$ cat src/rtl/instr_fmt_pkg.sv
// MIPS instruction format codes and field bit positions.
// Shared between the assembler and the decode-stage field splitters.
package instr_fmt_pkg;

  localparam logic [1:0] FMT_R   = 2'd0;
  localparam logic [1:0] FMT_I   = 2'd1;
  localparam logic [1:0] FMT_J   = 2'd2;
  localparam logic [1:0] FMT_BAD = 2'd3;

  localparam int OP_LSB    = 26;
  localparam int RS_LSB    = 21;
  localparam int RT_LSB    = 16;
  localparam int RD_LSB    = 11;
  localparam int SHAMT_LSB = 6;
  localparam int FUNCT_LSB = 0;
  localparam int IMM_LSB   = 0;
  localparam int ADDR_LSB  = 0;

  typedef struct packed {
    logic        ok;
    logic [31:0] word;
  } enc_result_t;

endpackage

$ cat src/rtl/instr_word_fifo.sv
// Synchronous first-word-fall-through FIFO; the head reads straight from the array.
// When empty, the output keeps presenting the most recently popped word.
module instr_word_fifo #(
  parameter int DEPTH = 4,
  parameter int WIDTH = 32
) (
  input  logic                   clock,
  input  logic                   reset,
  input  logic                   push,
  input  logic [WIDTH-1:0]       wdata,
  input  logic                   pop,
  output logic [WIDTH-1:0]       rdata,
  output logic                   full,
  output logic                   empty,
  output logic [$clog2(DEPTH):0] occupancy
);

  localparam int AW = $clog2(DEPTH);

  logic [WIDTH-1:0] r_mem [DEPTH];
  logic [AW-1:0]    r_wr_ptr;
  logic [AW-1:0]    r_rd_ptr;
  logic [AW:0]      r_occ;
  logic [WIDTH-1:0] r_last;
  logic             w_push;
  logic             w_pop;

  assign full      = (r_occ == (AW+1)'(DEPTH));
  assign empty     = (r_occ == '0);
  assign occupancy = r_occ;
  assign w_push    = push && !full;
  assign w_pop     = pop && !empty;
  assign rdata     = empty ? r_last : r_mem[r_rd_ptr];

  // Storage is not reset: an empty FIFO never exposes the array, only r_last.
  always_ff @(posedge clock) begin
    if (reset) begin
      r_wr_ptr <= '0;
      r_rd_ptr <= '0;
      r_occ    <= '0;
      r_last   <= '0;
    end else begin
      if (w_push) begin
        r_mem[r_wr_ptr] <= wdata;
        r_wr_ptr        <= r_wr_ptr + AW'(1);
      end
      if (w_pop) begin
        r_last   <= r_mem[r_rd_ptr];
        r_rd_ptr <= r_rd_ptr + AW'(1);
      end
      if (w_push && !w_pop) begin
        r_occ <= r_occ + (AW+1)'(1);
      end else if (w_pop && !w_push) begin
        r_occ <= r_occ - (AW+1)'(1);
      end
    end
  end

endmodule

$ cat src/rtl/instr_assembler.sv
// Packs decoded MIPS fields into 32-bit words, rejecting illegal formats and
// out-of-range immediates, and queues legal words behind a valid/ready FIFO.
module instr_assembler
  import instr_fmt_pkg::*;
#(
  parameter int DEPTH = 4,
  parameter int ERR_W = 8
) (
  input  logic             clock,
  input  logic             reset,
  input  logic             in_valid,
  output logic             in_ready,
  input  logic [1:0]       in_format,
  input  logic [5:0]       in_opcode,
  input  logic [4:0]       in_rs,
  input  logic [4:0]       in_rt,
  input  logic [4:0]       in_rd,
  input  logic [4:0]       in_shamt,
  input  logic [5:0]       in_funct,
  input  logic [31:0]      in_imm,
  input  logic             in_imm_sign,
  input  logic [25:0]      in_address,
  output logic             out_valid,
  input  logic             out_ready,
  output logic [31:0]      out_instr,
  output logic             err_pulse,
  output logic [ERR_W-1:0] err_count,
  output logic [15:0]      word_count
);

  function automatic enc_result_t encode(
    input logic [1:0]  fmt,
    input logic [5:0]  op,
    input logic [4:0]  rs,
    input logic [4:0]  rt,
    input logic [4:0]  rd,
    input logic [4:0]  sh,
    input logic [5:0]  fn,
    input logic [31:0] imm,
    input logic        sgn,
    input logic [25:0] addr
  );
    enc_result_t res;
    res.ok   = 1'b1;
    res.word = 32'(op) << OP_LSB;
    case (fmt)
      FMT_R: res.word = res.word | (32'(rs) << RS_LSB) | (32'(rt) << RT_LSB)
                      | (32'(rd) << RD_LSB) | (32'(sh) << SHAMT_LSB)
                      | (32'(fn) << FUNCT_LSB);
      FMT_I: begin
        res.word = res.word | (32'(rs) << RS_LSB) | (32'(rt) << RT_LSB)
                 | (32'(imm[15:0]) << IMM_LSB);
        // Signed: bits 31:15 must be a pure sign extension. Unsigned: upper half zero.
        res.ok = sgn ? ((&imm[31:15]) || !(|imm[31:15])) : !(|imm[31:16]);
      end
      FMT_J: res.word = res.word | (32'(addr) << ADDR_LSB);
      default: begin
        res.ok   = 1'b0;
        res.word = '0;
      end
    endcase
    return res;
  endfunction

  enc_result_t              w_enc;
  logic                     w_accept;
  logic                     w_push;
  logic                     w_pop;
  logic                     w_full;
  logic                     w_empty;
  logic [$clog2(DEPTH):0]   w_occupancy;
  logic                     r_err_pulse;
  logic [ERR_W-1:0]         r_err_count;
  logic [15:0]              r_word_count;

  assign w_enc = encode(in_format, in_opcode, in_rs, in_rt, in_rd, in_shamt,
                        in_funct, in_imm, in_imm_sign, in_address);

  assign in_ready  = !w_full;
  assign out_valid = !w_empty;
  assign w_accept  = in_valid && in_ready;
  assign w_push    = w_accept && w_enc.ok;
  assign w_pop     = out_valid && out_ready;

  instr_word_fifo #(
    .DEPTH (DEPTH),
    .WIDTH (32)
  ) u_fifo (
    .clock     (clock),
    .reset     (reset),
    .push      (w_push),
    .wdata     (w_enc.word),
    .pop       (w_pop),
    .rdata     (out_instr),
    .full      (w_full),
    .empty     (w_empty),
    .occupancy (w_occupancy)
  );

  // Rejected requests still complete the handshake; they only bump the error state.
  always_ff @(posedge clock) begin
    if (reset) begin
      r_err_pulse  <= 1'b0;
      r_err_count  <= '0;
      r_word_count <= '0;
    end else begin
      r_err_pulse <= w_accept && !w_enc.ok;
      if (w_accept && !w_enc.ok && (r_err_count != '1)) begin
        r_err_count <= r_err_count + ERR_W'(1);
      end
      if (w_push) begin
        r_word_count <= r_word_count + 16'd1;
      end
    end
  end

  always_ff @(posedge clock) begin
    if (!reset) begin
      assert (int'(w_occupancy) <= DEPTH);
    end
  end

  assign err_pulse  = r_err_pulse;
  assign err_count  = r_err_count;
  assign word_count = r_word_count;

endmodule

$ cat config.mk
export PLATFORM = sky130hd
export DESIGN_NAME = instr_assembler
export DESIGN_NICKNAME = d
export VERILOG_FILES = /design/src/rtl/instr_fmt_pkg.sv /design/src/rtl/instr_word_fifo.sv /design/src/rtl/instr_assembler.sv
export SDC_FILE = /design/constraint.sdc
export NUM_CORES = 1
export LEC_CHECK = 0
export CAP_MARGIN = 20
export CORE_ASPECT_RATIO = 1.4
export CORE_MARGIN = 4
export CORE_UTILIZATION = 53
export CTS_CLUSTER_SIZE = 40
export DETAILED_ROUTE_END_ITERATION = 10
export PLACE_DENSITY = 0.81
export SLEW_MARGIN = 20
export SYNTH_ARGS = -nofsm -noshare
export SYNTH_HDL_FRONTEND = slang
export SYNTH_SLANG_ARGS = --single-unit
$ cat constraint.sdc
create_clock -name clock -period 6.3 [get_ports clock]
set_input_delay 0.945 -clock clock [delete_from_list [all_inputs] [get_ports clock]]
set_output_delay 0.945 -clock clock [all_outputs]
set_load 0.1 [all_outputs]
# Word level (Yosys, flattened, before mapping)
# Memory sizes are Yosys's and may differ from the RTL's. A register that Yosys moved wholly into a read port is not among the register bits.
# Cells that the tools add are included.
[op_classes]
eq_ne = 4
addsub = 6
n_mux = 11
n_bitwise = 7
n_reduce_logical = 24
[op_table]
columns = ["cell", "n"]
rows = [
  ["$pmux W32 S3", 1],
  ["$or A32 B16 Y32", 2],
  ["$or A32 B26 Y32", 2],
  ["$mux W32", 1],
  ["$or A32 B11 Y32", 1],
  ["$or A32 B21 Y32", 1],
  ["$or A32 B6 Y32", 1],
  ["$reduce_and A17 Y1", 1],
  ["$reduce_or A17 Y1", 1],
  ["$add A16 B1 Y16 const B", 1],
  ["$reduce_or A16 Y1", 1],
  ["$logic_and A1 B1 Y1", 9],
  ["$add A8 B1 Y8 const B", 1],
  ["$ne A8 B8 Y1 const B", 1],
  ["$logic_not A1 Y1", 7],
  ["$mux W3", 2],
  ["$add A2 B1 Y2 const B", 2],
  ["$mux W1", 4],
  ["$mux W2", 2],
  ["$add A3 B1 Y3 const B", 1],
  ["$eq A3 B3 Y1 const B", 1],
  ["$logic_not A3 Y1", 1],
  ["$sub A3 B1 Y3 const B", 1],
  ["$eq A2 B1 Y1 const B", 1],
  ["other kinds (6)", 6],
]
[totals]
wordCells = 60
regBits = 64
inputBits = 97
mem_count = 1
out_inout_bits = 59
ram_bits = 128
[memory_table]
columns = ["memory", "depth", "width", "rd", "rd_ports_with_merged_regs", "wr", "line_no", "rtl"]
rows = [
  ["u_fifo.r_mem", 4, 32, 1, 1, 1, "instr_word_fifo.sv:20", "logic [WIDTH-1:0] r_mem [DEPTH];"],
]

# Depth between registers and ports, before layout
[logic_depth]
ltp_word = 11
ltp_mapped = 12
mapped_depth_nobuf = 11

# Cells and area by module
# From an unflattened synthesis, not the netlist that was laid out.
[unflattened]
cells_unflattened = 586
hier_area_um2 = 8326.7
[modules_own_cells]
columns = ["mod", "instances", "cells_per_inst", "area_each_um2"]
rows = [
  ["instr_word_fifo", 1, 324, 6443.7],
  ["instr_assembler", 1, 262, 1883.1],
]

# Worst setup path before layout
# No wires, ideal clock.
[synth_path]
path_type = "input to register"
start = "in in_format[1]"
end = "mem u_fifo.r_mem[0][0], enable pin"
slack_ns = 1.412
arrival_time_ns = 4.420
cell_stages = 6
path_buffers = 1
required_ns = 5.832
cell_sequence = "nand4b_1 -> or3_4 -> o21ai_2 -> buf_2 -> o21ai_1 -> nor3b_1"
[synth_between]
elab_chain_cells = 8
elab_cells_between_ends = 10
[synth_rtl]
columns = ["item", "line_no", "rtl"]
rows = [
  ["from (decl)", "instr_assembler.sv:13", "input logic [1:0] in_format,"],
  ["$eq A2 B2 Y1 or $logic_not A2 Y1 (tied branches)", "instr_assembler.sv:46", "case (fmt)"],
  ["$reduce_or A2 Y1 (no source line)", "n/a", ""],
  ["$pmux W1 S2 *", "instr_assembler.sv:46", ""],
  ["$logic_and A1 B1 Y1 *", "instr_assembler.sv:82", "assign w_push = w_accept && w_enc.ok;"],
  ["$logic_and A1 B1 Y1 *", "instr_word_fifo.sv:31", "assign w_push = push && !full;"],
  ["$mux W1 *", "instr_word_fifo.sv:43", "if (w_push) begin"],
  ["$mux W1 *", "instr_word_fifo.sv:37", "if (reset) begin"],
  ["$mux W1 (not written as such) *", "instr_word_fifo.sv:44", "r_mem[r_wr_ptr] <= wdata;"],
  ["to (decl)", "instr_word_fifo.sv:20", ""],
]
# Mark *: on every way between the ends. The rest lies on a longest branch, timed or not.

==> summary.txt <==
Ys Warns -> 0
initial antenna violation count -> 0
Die W -> 115 um
largest net degree at the start of global routing -> 52
library cells used by synthesis -> 49
Routed WL -> 19400 um
DIE HEIGHT -> 158 um
WHS Path Cells -> 2
LEAKAGE -> 0.00374 uW
Routed Antenna Nets -> 0
ys flop type -> edfxtp_1
R2R Setup Slk -> 2.52 ns
area grow syn2layout -> 27.0%
Clk pwr share -> 21.3%
switch share -> 45.5%
synthesized area per cell -> 12.8 um^2
vias -> 5876
Ant. Diodes -> 0
Crit Reg-Reg Startpoint -> u_fifo.occupancy[0]$_SDFFE_PP0P_
Util after Layout -> 69.2%
sequential share of power -> 29.8%
Hold Path End -> u_fifo.r_last[27]$_SDFFE_PP0P_
cell total after placement -> 987
Worst Path Required -> 5.35 ns
Worst-path clk slew -> 0.07 ns
CTS tree -> yes
nets -> 915
Slew headroom -> 32.5%
PD cells -> 478 mW/mm^2
crit share post-route -> 69.0%
FFs w/ async S/R, synth -> 0%
total die area -> 0.0182 mm^2
IO Count -> 156
DR iter-0 viols -> 384
worst-path maximum fanout -> 19
H-Tree Depth -> 4
Worst R2R End -> u_fifo.occupancy[2]$_SDFFE_PP0P_
Slew @ Worst Pin -> 1.01 ns
setup violators final -> 0
layout cells sized above 1 -> 16.2%
CTS root buffer -> clkbuf_16
final hold violations -> 0
setup bufs post-CTS -> 0
Max VDD drop -> 0.468 mV
clock skew -> 0.0102 ns
fin cells -> 1019
drt via density -> 5.77
GRT Resource Usage Total -> 21.5%
hold buffer count at cts -> 0
CP startpoint kind -> register
synthesized area -> 0.00854 mm^2
status -> complete, no violations
max_cap viols -> 0
Post-synth EDFFs -> 128
Synth Register Bits -> 194
RSZ-0062 raised after global routing -> no
grt total ovfl -> 0
Comb pwr share -> 48.9%
Post-DP HPWL -> 12700 um
most frequent cells in the layout -> clkdlybuf4s50_1 (154), edfxtp_1 (128), nand2_1 (103)
most common cell after layout, fill and taps aside -> clkdlybuf4s50_1
syn nets -> 774
FF+latch area -> 0.00517 mm^2
switching pwr -> 2360 uW
Avg WL per Cell -> 19.0 um
Slew Viols, Final -> 0
arrival time at the worst endpoint -> 3.40 ns
Syn Inst Count -> 669
FP Rows -> 54
Port Buffers -> 155
Pre-antenna DRT Iters -> 5
global-route wire length before repair -> 30300 um
TritonCTS buffer count -> 17
post-CTS sizing -> 0
Worst R2R Path Depth -> 10
Tmin final -> 4.35 ns
DRC Markers -> 0
register area share after synthesis -> 60.4%
Max Clock Freq -> 0.230 GHz
placer congestion estimate -> 0.742
worst skew pair latency -> 0.42 ns
Hold Crit Start -> u_fifo.r_last[27]$_SDFFE_PP0P_
crit path kind -> reg -> out
vias in the first global route -> 5947
CP endpoint kind -> output pin
Fin Hold WS -> 0.458 ns
Core Area -> 0.0157 mm^2
Max Root-Sink Buffers -> 2
total power -> 5180 uW
setup TNS -> 0 ns
Hold Crit Class -> reg -> reg
multi-input logic area -> 0.00315 mm^2
# fillers -> 1083
Int Power -> 2820 uW
Clock Sink Count -> 194
Initial Utilization -> 54.5%
[worst max-delay path, stage by stage, from the launching register on]
cell and delay (ns):
dfxtp_2 0.65, buf_4 0.46, mux4_2 0.58, mux2_2 0.32
clkdlybuf4s50_1 0.97
[how the worst max path moves through the flow]
stage / from / end / slack [ns] / depth (start not counted)
6_report: register / out_instr[15] / 1.95 / 4
5_1_grt: register / out_instr[15] / 1.74 / 4
4_1_cts: register / out_instr[15] / 1.88 / 4
3_5_place_dp: in_format[1] / u_fifo.occupancy[2]$_SDFFE_PP0P_ / 1.62 / 13
3_3_place_gp: in_format[1] / u_fifo.occupancy[2]$_SDFFE_PP0P_ / 1.82 / 13
2_1_floorplan: in_format[1] / u_fifo.r_mem[0][0]$_DFFE_PP_ / 1.41 / 6
[Yosys cell counts, types with 2 or more instances]
cell        n  area share, %
nor2_1     25            1.1
o21ai_0    29            1.7
inv_1      16           0.70
xor2_1      3           0.31
edfxtp_1  128             45
mux4_2     32            8.4
mux2_1      5           0.66
buf_6       2           0.26
or4_1       3           0.26
ha_1        7            1.0
nor3b_1     4           0.35
nor3_1      4           0.23
a21oi_2     5           0.51
buf_1       3           0.13
and3_1      7           0.51
clkbuf_1   24            1.1
nand4_1     3           0.22
or3_1       5           0.37
dfxtp_1    66             15
and2_1      9           0.66
nand2_1   103            4.5
nand3_1    16           0.94
buf_2      12           0.70
o211ai_1    6           0.53
mux2_2     43            5.7
o31ai_1     3           0.26
nand3b_1    2           0.18
a21oi_1    46            2.7
mux2i_1    17            2.0
nor2b_1    17            1.2
nor4_1      6           0.44
[registers in the layout (all words and copies together) (netlist names), named ones only]
signal,count
err_pulse,1
u_fifo.r_rd_ptr,2
u_fifo.r_wr_ptr,2
u_fifo.occupancy,3
u_fifo.r_mem,128
err_count,8
u_fifo.r_last,32
word_count,16
[power groups by stage]
| stage | Sequential, uW | Clock (uW) | Combinational (uW) |
|---|---|---|---|
| 4_1_cts | 1550 | 1120 | 2550 |
| 2_1_floorplan | 1540 | 0 | 2000 |
| 5_1_grt | 1560 | 1170 | 2640 |
| 6_report | 1540 | 1100 | 2540 |
| 3_5_place_dp | 1570 | 0 | 2540 |
| 3_3_place_gp | 1560 | 0 | 2500 |
[cell type report]
class	instances	share of cell area, %
tap	196	2.26
timing repair buffer	164	14.9
inverter	17	0.588
multi-input combinational	416	29.1
sequential	194	47.6
clock buffer	18	3.95
clock inverter	14	1.65
[stage by stage]
step	area (um^2)	setup slack, ns
2_1_floorplan	8540	1.41
3_3_place_gp	10200	1.82
3_5_place_dp	10200	1.62
4_1_cts	10800	1.88
5_1_grt	10900	1.74
6_report	10900	1.95
[logic make-up after synthesis]
| logic type | after synthesis | share of synthesized area (%) |
|---|---|---|
| compound gates | 98 | 6.56 |
| xor+xnor | 4 | 0.410 |
| fa+ha+maj | 8 | 1.26 |
| buf+inv | 59 | 2.99 |
| flops | 194 | 60.4 |
| mux | 97 | 16.8 |
| simple gates | 209 | 11.6 |
[routing by layer]
metal | part of all wire [%] | wire [um] | vias up | global-route usage (%)
met5 | 0 | 0 | - | 0
met4 | 1.6 | 319 | 0 | 6.49
met3 | 7.2 | 1400 | 27 | 4.13
met2 | 53 | 10300 | 231 | 39.5
met1 | 38 | 7410 | 2875 | 25.4
li1 | - | - | 2743 | -
Power figures use the tool's default switching activity.
